--- src/rtl/seq_match_sched.sv ---
// rtl/seq_match_sched.sv - round-robin shared serial pattern-match engine
// Grants one requester's word, shifts it MSB-first through an overlapping matcher, returns the count.
module seq_match_sched #(
   parameter  int NREQ  = 4,
   parameter  int WIDTH = 8,
   parameter  int PLEN  = 4,
   localparam int IDW   = $clog2(NREQ),
   localparam int CW    = $clog2(WIDTH + 1)
) (
   input  logic                    clk_i,
   input  logic                    reset_i,
   input  logic [NREQ-1:0]         req_valid_i,
   input  logic [NREQ*WIDTH-1:0]   req_data_i,
   output logic [NREQ-1:0]         req_ready_o,
   input  logic [PLEN-1:0]         cfg_pattern_i,
   input  logic                    cfg_load_i,
   output logic                    rsp_valid_o,
   input  logic                    rsp_ready_i,
   output logic [IDW-1:0]          rsp_id_o,
   output logic [CW-1:0]           rsp_count_o,
   output logic                    rsp_hit_o,
   output logic                    busy_o
);

   localparam logic [1:0] S_IDLE  = 2'd0;
   localparam logic [1:0] S_SHIFT = 2'd1;
   localparam logic [1:0] S_RESP  = 2'd2;

   localparam logic [PLEN-1:0] PAT_RST = (PLEN == 4) ? PLEN'(4'b1011) : {PLEN{1'b1}};

   logic [1:0]       state_q, state_d;
   logic [IDW-1:0]   last_q, last_d;
   logic [IDW-1:0]   id_q, id_d;
   logic [WIDTH-1:0] sh_q, sh_d;
   logic [PLEN-1:0]  win_q, win_d;
   logic [PLEN-1:0]  pat_q, pat_d;
   logic [CW-1:0]    bitcnt_q, bitcnt_d;
   logic [CW-1:0]    cnt_q, cnt_d;
   logic             hit_q, hit_d;
   logic             valid_q, valid_d;

   logic [IDW-1:0]   grant;
   logic [IDW-1:0]   scan;
   logic             any_req;
   logic             accept;
   logic [PLEN-1:0]  win_nx;

   // Scan downward so the last hit written is the nearest one after last_q.
   always_comb begin
      grant   = last_q;
      scan    = '0;
      any_req = 1'b0;
      for (int k = NREQ; k >= 1; k--) begin
         scan = IDW'((int'(last_q) + k) % NREQ);
         if (req_valid_i[scan]) begin
            grant   = scan;
            any_req = 1'b1;
         end
      end
   end

   assign req_ready_o = (state_q == S_IDLE && any_req && !reset_i) ? (NREQ'(1) << grant) : '0;
   assign accept      = |(req_valid_i & req_ready_o);
   assign win_nx      = PLEN'({win_q, sh_q[WIDTH-1]});

   always_comb begin
      state_d  = state_q;
      last_d   = last_q;
      id_d     = id_q;
      sh_d     = sh_q;
      win_d    = win_q;
      pat_d    = pat_q;
      bitcnt_d = bitcnt_q;
      cnt_d    = cnt_q;
      hit_d    = hit_q;
      valid_d  = valid_q;
      case (state_q)
         S_IDLE: begin
            if (cfg_load_i) pat_d = cfg_pattern_i;
            if (accept) begin
               state_d  = S_SHIFT;
               last_d   = grant;
               id_d     = grant;
               sh_d     = req_data_i[int'(grant)*WIDTH +: WIDTH];
               win_d    = '0;
               bitcnt_d = '0;
               cnt_d    = '0;
               hit_d    = 1'b0;
            end
         end
         S_SHIFT: begin
            sh_d     = sh_q << 1;
            win_d    = win_nx;
            bitcnt_d = bitcnt_q + CW'(1);
            // Window is only meaningful once PLEN bits of this word are in it.
            if ((int'(bitcnt_q) + 1 >= PLEN) && (win_nx == pat_q)) cnt_d = cnt_q + CW'(1);
            if (bitcnt_q == CW'(WIDTH - 1)) begin
               state_d = S_RESP;
               valid_d = 1'b1;
               hit_d   = (cnt_d != '0);
            end
         end
         S_RESP: begin
            if (rsp_ready_i) begin
               state_d = S_IDLE;
               valid_d = 1'b0;
            end
         end
         default: state_d = S_IDLE;
      endcase
   end

   always_ff @(posedge clk_i or posedge reset_i) begin
      if (reset_i) begin
         state_q  <= S_IDLE;
         last_q   <= IDW'(NREQ - 1);
         id_q     <= '0;
         sh_q     <= '0;
         win_q    <= '0;
         pat_q    <= PAT_RST;
         bitcnt_q <= '0;
         cnt_q    <= '0;
         hit_q    <= 1'b0;
         valid_q  <= 1'b0;
      end else begin
         state_q  <= state_d;
         last_q   <= last_d;
         id_q     <= id_d;
         sh_q     <= sh_d;
         win_q    <= win_d;
         pat_q    <= pat_d;
         bitcnt_q <= bitcnt_d;
         cnt_q    <= cnt_d;
         hit_q    <= hit_d;
         valid_q  <= valid_d;
      end
   end

   assign rsp_valid_o = valid_q;
   assign rsp_id_o    = id_q;
   assign rsp_count_o = cnt_q;
   assign rsp_hit_o   = hit_q;
   assign busy_o      = (state_q != S_IDLE);

endmodule

--- config.mk ---
export PLATFORM = sky130hd
export DESIGN_NAME = seq_match_sched
export DESIGN_NICKNAME = d
export VERILOG_FILES = /design/src/rtl/seq_match_sched.sv
export SDC_FILE = /design/constraint.sdc
export NUM_CORES = 1
export LEC_CHECK = 0
export BUFFER_PORTS_ARGS = -buffer_cell sky130_fd_sc_hd__buf_2
export CAP_MARGIN = 20
export CORE_UTILIZATION = 51
export CTS_BUF_LIST = sky130_fd_sc_hd__clkbuf_16
export DETAILED_ROUTE_END_ITERATION = 12
export GPL_TIMING_DRIVEN = 1
export HOLD_SLACK_MARGIN = 0.15
export PLACE_DENSITY = 0.77
export SLEW_MARGIN = 20
export SYNTH_ARGS = -nofsm -noshare
export SYNTH_HDL_FRONTEND = slang
export SYNTH_SLANG_ARGS = --single-unit
export TNS_END_PERCENT = 5
--- constraint.sdc ---
create_clock -name clk_i -period 2.35 [get_ports clk_i]
set_clock_uncertainty 0.1 [all_clocks]
set_input_delay 0.3525 -clock clk_i [delete_from_list [all_inputs] [get_ports clk_i]]
set_output_delay 0.3525 -clock clk_i [all_outputs]
set_load 0.03 [all_outputs]
==> summary.md <==
| Metric | Value |
|---|---|
| Hold Crit Depth | 2 |
| TNS Setup | 0 ps |
| Ys Warns | 0 |
| CTS tree | yes |
| RSZ-0062 raised after global routing | false |
| Root Buffer | clkbuf_16 |
| Via density | 5.462 |
| Startpoint Class | flip-flop |
| Die width | 61.38 um |
| Antenna viol nets, final | 0 |
| Synth area leader | dfrtp_1 |
| # clock sinks | 31 |
| Crit Path Category | reg -> out |
| Post-synthesis async set-or-reset flop share | 100.0% |
| Leak | 0.001116 uW |
| DR vias | 1715 |
| HP Class | in -> reg |
| Endpoint class of the critical path | output pin |
| N_diodes | 0 |
| Ranking of synthesized cells by area | dfrtp_1 (36%), dfstp_2 (7.3%), nand2_1 (6.3%) |
| Worst path slowest cell | dfstp_2 |
| Starting DRT DRC Count | 74 |
| GPL Wtd Cong | 0.8064 |
| Final Hold Viols | 0 |
| GRT overflow | 0 |
| Post-Syn Nets | 249 |
| Gate power share | ~47% |
| P per Cell Area | 1278 nW/um^2 |
| Placed Area | 2161 um^2 |
| Post-route cell area | 2311 um^2 |
| Int Pwr | 1770 uW |
| Slowest stage delay, CP | about 550 ps |
| Reg power frac | 33.5% |
| Reg2Reg Depth | 6 |
| Max clock buf depth | 2 |
| Worst EP arrival | between 1500 and 2000 ps |
| Port bufs | 56 |
| Vias in the first global route | 1617 |
| CTS Buf Count | 5 |
| Worst-Margin Slew | roughly 440 ps |
| Worst Hold Launch | cfg_pattern_i[1] |
| Cell with the most instances after synthesis | nand2_1 |
| Die Y | about 60 um |
| Core Area | between 3000 and 4000 um^2 |
| Outcome | complete, no violations |
| Area Overhead vs Synth | 28.53% |
| CP startpoint | last_q[0] |
| Worst r2r src | bitcnt_q[0] |
| Setup WS post-layout | between 100 and 150 ps |
| FP Rows | 21 |
| Clock Latency Late Sink | 270 ps |
| Netlist Area Pre-Place | roughly 1800 um^2 |
| Layout cells sized above 1 | roughly a third |
| Slew Viols, Final | 0 |
| Setup Viol. Count Final | 0 |
| Tcrit/Tclk final | 94.86% |
| Setup bufs post-CTS | 0 |
| Post-synth EDFFs | 0 |
| Placed wire-length estimate | 3217 um |
| Clock slew at reported path FFs | 50 ps |
| Commonest cells in the netlist | nand2_1 (30), dfrtp_1 (26), nor2_1 (22) |
| Sw power | 1184 uW |
| Max-cap violation count | 0 |
| Peak supply drop | ~0.73 mV |
| GRT Overall Usage | 26.42% |
| Post-layout net count | approximately 310 |
| DRC | 0 |
| Clk pwr share | approximately a fifth |
| Worst path required time | approximately 1900 ps |
| I/O pin count | 57 |
| Starting Density | a little over half |
| DRT Pass-1 Iters | 4 |
| Switching share of power | roughly two fifths |
| H-tree depth | 2 |
| WL per Instance | approximately 14 um |
| Number of library cell types mapped by synthesis | 38 |
| Cells after synthesis | 202 |
| Post-synth top flop | dfrtp_1 |
| Max Clock Freq | 0.4486 GHz |
| Largest net degree at the start of global routing | 32 |
| Final min period | 2229 ps |
| First-pass GRT wire length | 7086 um |
| Number of synthesized register bits | 31 |
| Crit-path max FO | 7 |
| Worst-path cell chain | nand2b_1 -> a21o_1 -> and3_2 -> buf_4 -> nor3_1 -> buf_2 |
| Post-Syn Area per Cell | 8.901 um^2 |
| Synth top area share | between 30% and 40% |
| Final Routed Wirelength | 4336 um |
| Max-slew headroom | 70.57% |
| Worst slack, placed | between 200 and 300 ps |
| Seq/Total Area, Yosys | 43.49% |
| Area of the die | 3767 um^2 |
| Initial antenna violation count | 0 |
[power by group through the flow]
stage,logic [uW],registers (uW),clock network (uW)
final,1370,989,591
after global routing,1540,1020,628
after CTS,1370,987,602
after detailed placement,1360,990,0
after global placement,1320,980,0
after floorplan,960,1020,0
[critical path: cells and delay by family (launching register included)]
| family | cells | cell delay, ps |
|---|---|---|
| buffers and inverters | 2 | 360 |
| flip-flops | 1 | 550 |
| AND/OR/NAND/NOR | 3 | 460 |
| AO/OA/AOI/OAI | 1 | 140 |
[placed cells by master, fill, tap and decap left out]
master	netlist	routed
buf_2	1	56
nand2_1	30	30
dfrtp_1	26	26
nor2_1	22	22
a21oi_1	18	18
o21ai_0	16	15
mux2_2	9	9
buf_4	1	9
and2_1	8	8
a221oi_1	7	7
inv_1	4	5
xnor2_1	5	5
o22ai_1	5	5
clkbuf_16	0	5
dfstp_2	5	5
a21o_1	4	4
nor3_1	4	4
nand2b_1	3	3
nor2b_1	3	3
a311o_1	3	3
ha_1	3	3
o21ai_1	1	2
nand3_1	2	2
or2_2	2	2
nand4_1	2	2
mux2i_1	2	2
o21a_2	0	1
o21ai_2	1	1
and3_2	0	1
a22o_1	1	1
and2_0	1	1
mux4_2	1	1
nor2_2	1	1
nor3b_1	1	1
and4b_1	1	1
a31oi_1	1	1
clkinv_2	0	1
clkinv_1	0	1
dlygate4sd3_1	0	1
[path summary, 6_finish.rpt]
check / end / slack, ps
hold / removal: pat_q[1] / 220
setup / recovery: req_ready_o[3] / 120
hold reg to reg: rsp_id_o[1] / 380
min in group asynchronous: rsp_id_o[1] / 630
setup reg to reg: rsp_count_o[0] / 340
max in group asynchronous: pat_q[1] / 1200
[cell type report]
| cell class | count | area (um^2) |
|---|---|---|
| multi-input combinational | 159 | 960.9 |
| timing repair buffer | 66 | 357.8 |
| clock buffer | 5 | 125.1 |
| clock inverter | 3 | 12.51 |
| inverter | 4 | 15.01 |
| fill | 299 | 1052 |
| tap | 46 | 57.56 |
| sequential | 31 | 782.0 |
[metrics by stage]
stage / instances / util (%) / hold WS, ps / power, uW
2_1_floorplan: 202 / - / 352.3 / 1976
3_3_place_gp: 305 / 64.25 / 361.3 / 2302
3_5_place_dp: 305 / 64.25 / 356.4 / 2346
4_1_cts: 314 / 68.68 / 211.2 / 2961
5_1_grt: 314 / 68.71 / 218.0 / 3190
6_report: 314 / 68.71 / 216.7 / 2954
[timing repair]
action / 4_1_cts / 5_1_grt
gates resized for setup: 1 / 2
hold endpoints to repair: 26 / 0
hold buffers: 1 / 0
setup endpoints to repair: 2 / 3
[per-layer routing]
layer / routed length (um) / track usage, % / vias up / part of all wire (%)
met1: 1921 / 32.57 / 790 / 44
met4: 107 / 11.75 / 0 / 2.5
met3: 270 / 7.143 / 8 / 6.2
met5: 0 / 0 / - / 0
li1: - / - / 844 / -
met2: 2037 / 43.63 / 73 / 47
[flip-flops by register name, summed over array words and instances, names as in the netlist]
name and cells:
bitcnt_q 4, last_q 2, pat_q 4, rsp_count_o 4, rsp_hit_o 1, rsp_id_o 2
rsp_valid_o 1, sh_q 8, state_q 2, win_q 3
[kinds of logic (layout without fill, tap and decap cells)]
group                    Yosys count  after routing  synth area share, %
AND/OR/NAND/NOR                   81             81                20.81
AO/OA/AOI/OAI                     58             58                19.97
flip-flops                        31             31                43.49
multiplexers                      12             12                8.003
buffers and inverters             12             78                3.200
XOR/XNOR                           5              5                2.436
adder cells (fa/ha/maj)            3              3                2.088
(Power assumes the default switching activity.)
